### src/rtl/uart_rx.sv
// -----------------------------------------------------------------------------
// uart_rx
//
// Receives 8N1-style UART frames from i_rx. The baud clock comes in as a
// 16x-oversampling tick, i_tick, supplied by the baud-rate tick generator.
// Each frame is shifted in LSB first. When the frame completes, the parallel
// word is presented together with a one-clock done pulse and a framing-error
// flag.
//
// Parameters
//   NB_DATA      data bits per frame (>= 2), LSB first
//   SB_TICK      oversampling ticks spent in the stop bit (16 = one stop bit)
//
// Ports
//   clk          system clock
//   i_rst_n      synchronous active-low reset
//   i_tick       baud x16 tick, one clock wide (consecutive ticks are legal)
//   i_rx         serial line, idle high
//   o_data       last received word (held until the next completed frame)
//   o_rx_done    one-clock pulse; o_data / o_frame_err valid
//   o_frame_err  stop bit was sampled low on the last frame
//
// Build option
//   UART_RX_SYNC_EN  when defined, i_rx passes through a two-flop synchroniser
//                    (both flops reset high). Every observation of the line is
//                    then two clocks later. When undefined, i_rx must already
//                    be synchronous to clk.
// -----------------------------------------------------------------------------
module uart_rx #(
  parameter int NB_DATA = 8,
  parameter int SB_TICK = 16
) (
  input  logic               clk,
  input  logic               i_rst_n,
  input  logic               i_tick,
  input  logic               i_rx,
  output logic [NB_DATA-1:0] o_data,
  output logic               o_rx_done,
  output logic               o_frame_err
);

  localparam int                NB_IDX      = (NB_DATA > 1) ? $clog2(NB_DATA) : 1;
  localparam logic [NB_IDX-1:0] N_LAST      = NB_IDX'(NB_DATA - 1);
  localparam logic [3:0]        S_START_MID = 4'd7;
  localparam logic [3:0]        S_BIT_LAST  = 4'd15;
  localparam logic [3:0]        S_STOP_LAST = 4'(SB_TICK - 1);

  typedef enum logic [1:0] {
    ST_IDLE  = 2'd0,
    ST_START = 2'd1,
    ST_DATA  = 2'd2,
    ST_STOP  = 2'd3
  } state_t;

  state_t               state_r, state_nxt_s;
  logic [3:0]           s_r, s_nxt_s;
  logic [NB_IDX-1:0]    n_r, n_nxt_s;
  logic [NB_DATA-1:0]   b_r, b_nxt_s;
  logic [NB_DATA-1:0]   data_r, data_nxt_s;
  logic                 rx_done_r, rx_done_nxt_s;
  logic                 frame_err_r, frame_err_nxt_s;
  logic                 rx_s;

`ifdef UART_RX_SYNC_EN
  logic rx_meta_r;
  logic rx_sync_r;

  // Two-flop synchroniser; resets to the idle (high) line level so that
  // reset does not look like a start bit.
  always_ff @(posedge clk) begin
    if (!i_rst_n) begin
      rx_meta_r <= 1'b1;
      rx_sync_r <= 1'b1;
    end else begin
      rx_meta_r <= i_rx;
      rx_sync_r <= rx_meta_r;
    end
  end

  assign rx_s = rx_sync_r;
`else
  assign rx_s = i_rx;
`endif

  // State register: FSM state, counters, shift register and registered outputs.
  always_ff @(posedge clk) begin
    if (!i_rst_n) begin
      state_r     <= ST_IDLE;
      s_r         <= 4'd0;
      n_r         <= '0;
      b_r         <= '0;
      data_r      <= '0;
      rx_done_r   <= 1'b0;
      frame_err_r <= 1'b0;
    end else begin
      state_r     <= state_nxt_s;
      s_r         <= s_nxt_s;
      n_r         <= n_nxt_s;
      b_r         <= b_nxt_s;
      data_r      <= data_nxt_s;
      rx_done_r   <= rx_done_nxt_s;
      frame_err_r <= frame_err_nxt_s;
    end
  end

  // Next-state logic: start detection is untimed; everything else advances
  // only on clocks carrying a tick.
  always_comb begin
    state_nxt_s = state_r;
    s_nxt_s     = s_r;
    n_nxt_s     = n_r;
    b_nxt_s     = b_r;
    case (state_r)
      ST_IDLE: begin
        if (!rx_s) begin
          state_nxt_s = ST_START;
          s_nxt_s     = 4'd0;
        end else begin
          state_nxt_s = ST_IDLE;
        end
      end
      ST_START: begin
        if (i_tick) begin
          if (s_r == S_START_MID) begin
            // Mid start bit: a line that has gone high again was a glitch.
            if (!rx_s) begin
              state_nxt_s = ST_DATA;
              s_nxt_s     = 4'd0;
              n_nxt_s     = '0;
            end else begin
              state_nxt_s = ST_IDLE;
            end
          end else begin
            s_nxt_s = s_r + 4'd1;
          end
        end else begin
          s_nxt_s = s_r;
        end
      end
      ST_DATA: begin
        if (i_tick) begin
          if (s_r == S_BIT_LAST) begin
            s_nxt_s = 4'd0;
            b_nxt_s = {rx_s, b_r[NB_DATA-1:1]};
            if (n_r == N_LAST) begin
              state_nxt_s = ST_STOP;
            end else begin
              n_nxt_s = n_r + {{(NB_IDX-1){1'b0}}, 1'b1};
            end
          end else begin
            s_nxt_s = s_r + 4'd1;
          end
        end else begin
          s_nxt_s = s_r;
        end
      end
      ST_STOP: begin
        if (i_tick) begin
          if (s_r == S_STOP_LAST) begin
            state_nxt_s = ST_IDLE;
          end else begin
            s_nxt_s = s_r + 4'd1;
          end
        end else begin
          s_nxt_s = s_r;
        end
      end
      default: begin
        state_nxt_s = ST_IDLE;
        s_nxt_s     = 4'd0;
        n_nxt_s     = '0;
      end
    endcase
  end

  // Output logic: the edge that consumes the last stop tick delivers the
  // word, the stop-bit check and the done pulse together. A framing error
  // still delivers data.
  always_comb begin
    data_nxt_s      = data_r;
    frame_err_nxt_s = frame_err_r;
    rx_done_nxt_s   = 1'b0;
    if ((state_r == ST_STOP) && i_tick && (s_r == S_STOP_LAST)) begin
      data_nxt_s      = b_r;
      frame_err_nxt_s = ~rx_s;
      rx_done_nxt_s   = 1'b1;
    end else begin
      rx_done_nxt_s   = 1'b0;
    end
  end

  assign o_data      = data_r;
  assign o_rx_done   = rx_done_r;
  assign o_frame_err = frame_err_r;

endmodule

### config.mk
export PLATFORM = sky130hd
export DESIGN_NAME = uart_rx
export DESIGN_NICKNAME = d
export VERILOG_FILES = /design/src/rtl/uart_rx.sv
export SDC_FILE = /design/constraint.sdc
export NUM_CORES = 1
export LEC_CHECK = 0
export CAP_MARGIN = 20
export CORE_MARGIN = 3
export CORE_UTILIZATION = 40
export CTS_BUF_LIST = sky130_fd_sc_hd__clkbuf_4 sky130_fd_sc_hd__clkbuf_8 sky130_fd_sc_hd__clkbuf_16
export CTS_CLUSTER_DIAMETER = 40
export CTS_CLUSTER_SIZE = 8
export DETAILED_ROUTE_END_ITERATION = 10
export GPL_TIMING_DRIVEN = 0
export HOLD_SLACK_MARGIN = 0.15
export PLACE_DENSITY = 0.67
export SYNTH_ARGS = -nofsm -noshare
export SYNTH_HDL_FRONTEND = slang
export SYNTH_SLANG_ARGS = --single-unit
export TNS_END_PERCENT = 1
### constraint.sdc
create_clock -name clk -period 3.4 [get_ports clk]
set_input_delay 0.68 -clock clk [delete_from_list [all_inputs] [get_ports clk]]
set_output_delay 0.68 -clock clk [all_outputs]
set_load 0.02 [all_outputs]
==> impl_metrics.json, run 1 <==
{
  "final.fill_count": 286,
  "synth-seq-area-share": 0.450,
  "synth_top_area_cell": "dfxtp_1",
  "clock_sinks": 27,
  "cp_data_arrival_time_ns": 1.30,
  "setup_violations": 0,
  "total_power_w": 0.000490,
  "post_synth_most_frequent_cells": "dfxtp_1, nor2_1, mux2i_1, nand2_1",
  "worstSetupPathType": "register to primary output",
  "cp_data_required_time_ns": 2.72,
  "placed_cells": 173,
  "critical_path.cell_chain": "clkdlybuf4s50_1",
  "die_area_mm2": 0.00370,
  "io_buffer_count": 13,
  "cpMaxStageDelayCell": "clkdlybuf4s50_1",
  "clk_transition_reported_paths_ns": 0.15,
  "cp-start-kind": "register",
  "final_cells": 177,
  "clk-insertion-delay-late_ns": 0.33,
  "post_synth_num_cell_types": 31,
  "max-vdd-ir-drop_mv": 0.195,
  "fp.dieH_um": 60.8,
  "route.met2.wl_um": 1080,
  "finalCriticalPeriod_ns": 1.98,
  "ctsResizeCount": 0,
  "total_leakage_power_nw": 0.557,
  "antenna-diode-count": 0,
  "final_nets": 154,
  "final_period_util": 0.583,
  "maximum_number_of_pins_on_one_net_before_global_route_repair": 17,
  "cpLargestDelayFamily": "buffers and inverters",
  "grt_overflow": 0,
  "first_pass_iters": 4,
  "fp.dieW_um": 60.8,
  "synthMostInstantiatedCell": "dfxtp_1",
  "synth_area_mm2": 0.00120,
  "crit_buf_inv": 1,
  "ratio_of_total_power_to_cell_area_mw_per_mm2": 350,
  "synth.area.top_cells": "dfxtp_1, mux2i_1, nor2_1",
  "dr_wl_met3_um": 92,
  "totalWireLength_um": 2350,
  "max-clock-path-buffers": 2,
  "placeableCoreArea_mm2": 0.00281,
  "route.layer.met1.wl_um": 1120,
  "final.setup.tns_ns": 0,
  "cts.repair_timing.setup_buffer_count": 0,
  "synth-edff-count": 0,
  "worst_slew_pin_tran_ns": 0.372,
  "routed.top_layer": "met4",
  "drc_errors": 0,
  "row_count": 19,
  "finalHoldWorstSlack_ns": 0.481,
  "grt_pass1_wl_um": 4030,
  "number_of_antenna_violations_at_the_first_check_in_global_routing": 0,
  "grt_usage": 0.146,
  "maxCapViolations": 0,
  "detail_route.vias_per_cell": 5.68,
  "timing.max_slew.rel_slack": 0.745,
  "starting_density_of_the_core": 0.428,
  "cp_max_fo": 2,
  "highest_clock_rate_mhz": 505,
  "synth_nets": 136,
  "detail_route.wl_per_cell_um": 13.3,
  "antenna_violating_nets_post_route": 0,
  "drt_first_iter_violations": 35,
  "synthArstFlopShare": 0,
  "post_route_cells_drive_above_1_share": 0.0822,
  "cp-end-kind": "primary output",
  "finalClockSkew_ns": 0.00512,
  "syn_avg_cell_area_um2": 9.31,
  "final-max-slew-violation-count": 0,
  "outcome": "complete, no violations",
  "synthDominantCellAreaShare": 0.450,
  "syn-instance-count": 129,
  "clock-root-buffer": "clkbuf_4",
  "timing.final.hold_violations": 0,
  "detailedPlacementHpwl_um": 1660,
  "numCtsBuffers": 3,
  "post_cts_hold_buffer_count": 0,
  "number_of_global_route_vias_before_repair": 918,
  "synth.yosys.warnings": 0,
  "critical_path.max_stage_delay_ns": 0.61,
  "synthFlopType": "dfxtp_1",
  "tritoncts": "yes",
  "globalplace.congestion": 0.844,
  "ys_ff_latch": 27,
  "timing.hold.worst.class": "register to register",
  "flow.area_growth_from_synthesis_pct": 16.6,
  "route.vias.total": 1005,
  "top_ports": 14,
  "rsz0062_at_grt": "no",
  "clock_tree.htree_level_count": 1
}
[path summary, 6_finish.rpt]
| kind | from | to | slack (ns) | depth (start not counted) |
|---|---|---|---|---|
| worst min-delay path | n_r[1]$_SDFFE_PN0P_ | n_r[1]$_SDFFE_PN0P_ | 0.48 | 2 |
| worst max register to register | s_r[0]$_SDFFE_PN0P_ | n_r[0]$_SDFFE_PN0P_ | 1.66 | 5 |
| worst max-delay path | o_data[6]$_SDFFE_PN0P_ | o_data[6] | 1.42 | 1 |
| worst min register to register | n_r[1]$_SDFFE_PN0P_ | n_r[1]$_SDFFE_PN0P_ | 0.48 | 2 |
[state kept, by name (all words and copies together) (netlist names), named ones only]
| register | flops |
|---|---|
| b_r | 8 |
| n_r | 3 |
| o_data | 8 |
| o_frame_err | 1 |
| o_rx_done | 1 |
| s_r | 4 |
| state_r | 1 |
[final cells by class]
cell class	instances	area, µm²	area share
Clock inverter	1	7.51	0.00536
Sequential cell	27	541	0.386
Timing Repair Buffer	13	130	0.0929
Tap cell	31	38.8	0.0277
Inverter	4	15.0	0.0107
Multi-Input combinational cell	91	601	0.429
Buffer	7	45.0	0.0322
Clock buffer	3	22.5	0.0161
[per-stage QoR]
step	setup slack [ns]	util	instance area, µm²
after floorplan	1.80	-	1200
after global placement	1.09	0.488	1370
after detailed placement	1.04	0.488	1370
after CTS	1.40	0.499	1400
after global routing	1.34	0.499	1400
final	1.42	0.499	1400
[logic make-up after synthesis]
| logic type | after synthesis | share of synthesized area |
|---|---|---|
| AND/OR/NAND/NOR | 50 | 0.202 |
| AO/OA/AOI/OAI | 18 | 0.101 |
| adder cells (fa/ha/maj) | 3 | 0.0313 |
| buffers and inverters | 11 | 0.0500 |
| multiplexers | 19 | 0.158 |
| flip-flops | 27 | 0.450 |
| XOR/XNOR | 1 | 0.00729 |
[layout by cell type (no fill, tap or decap), types with 3 or more instances in the layout]
master | netlist | final
o21ai_0 | 7 | 7
dfxtp_1 | 27 | 27
nand3_1 | 7 | 7
nand2_1 | 8 | 8
nor2_1 | 21 | 21
ha_1 | 3 | 3
mux2i_1 | 19 | 19
clkdlybuf4s50_1 | 0 | 13
inv_1 | 3 | 3
nor3_1 | 3 | 3
nand4_1 | 3 | 3
clkbuf_4 | 0 | 3
buf_2 | 3 | 3
[per-layer routing]
metal  vias to the layer above  GRT usage
li1                        497          -
met1                       469      0.197
met2                        33      0.224
met3                         6     0.0128
met4                         0     0.0898
met5                         -          0
[power breakdown]
part / internal (W) / switching [W]
clock: 0.0000451 / 0.000101
sequential: 0.000318 / 0.00000215
combinational: 0.00000803 / 0.0000150
(Power assumes the default switching activity.)
==> run 2: changes to the inputs <==
- clock period: 3.4 -> 2 ns (I/O delays scaled with it)
==> results of run 2 <==
Same layout as run 1 (identical final DEF). Status: complete, no violations.
Main changes from that run: setup slack after placement 1.04 ns -> -0.0799 ns; setup slack after layout 1.42 ns -> 0.257 ns; start point of the critical path o_data[6]$_SDFFE_PN0P_ -> s_r[0]$_SDFFE_PN0P_; end point of the critical path o_data[6] -> n_r[0]$_SDFFE_PN0P_; register-to-register setup slack 1.66 ns -> 0.26 ns; total power 0.000490 W -> 0.000833 W; worst IR drop on VDD 0.195 mV -> 0.331 mV
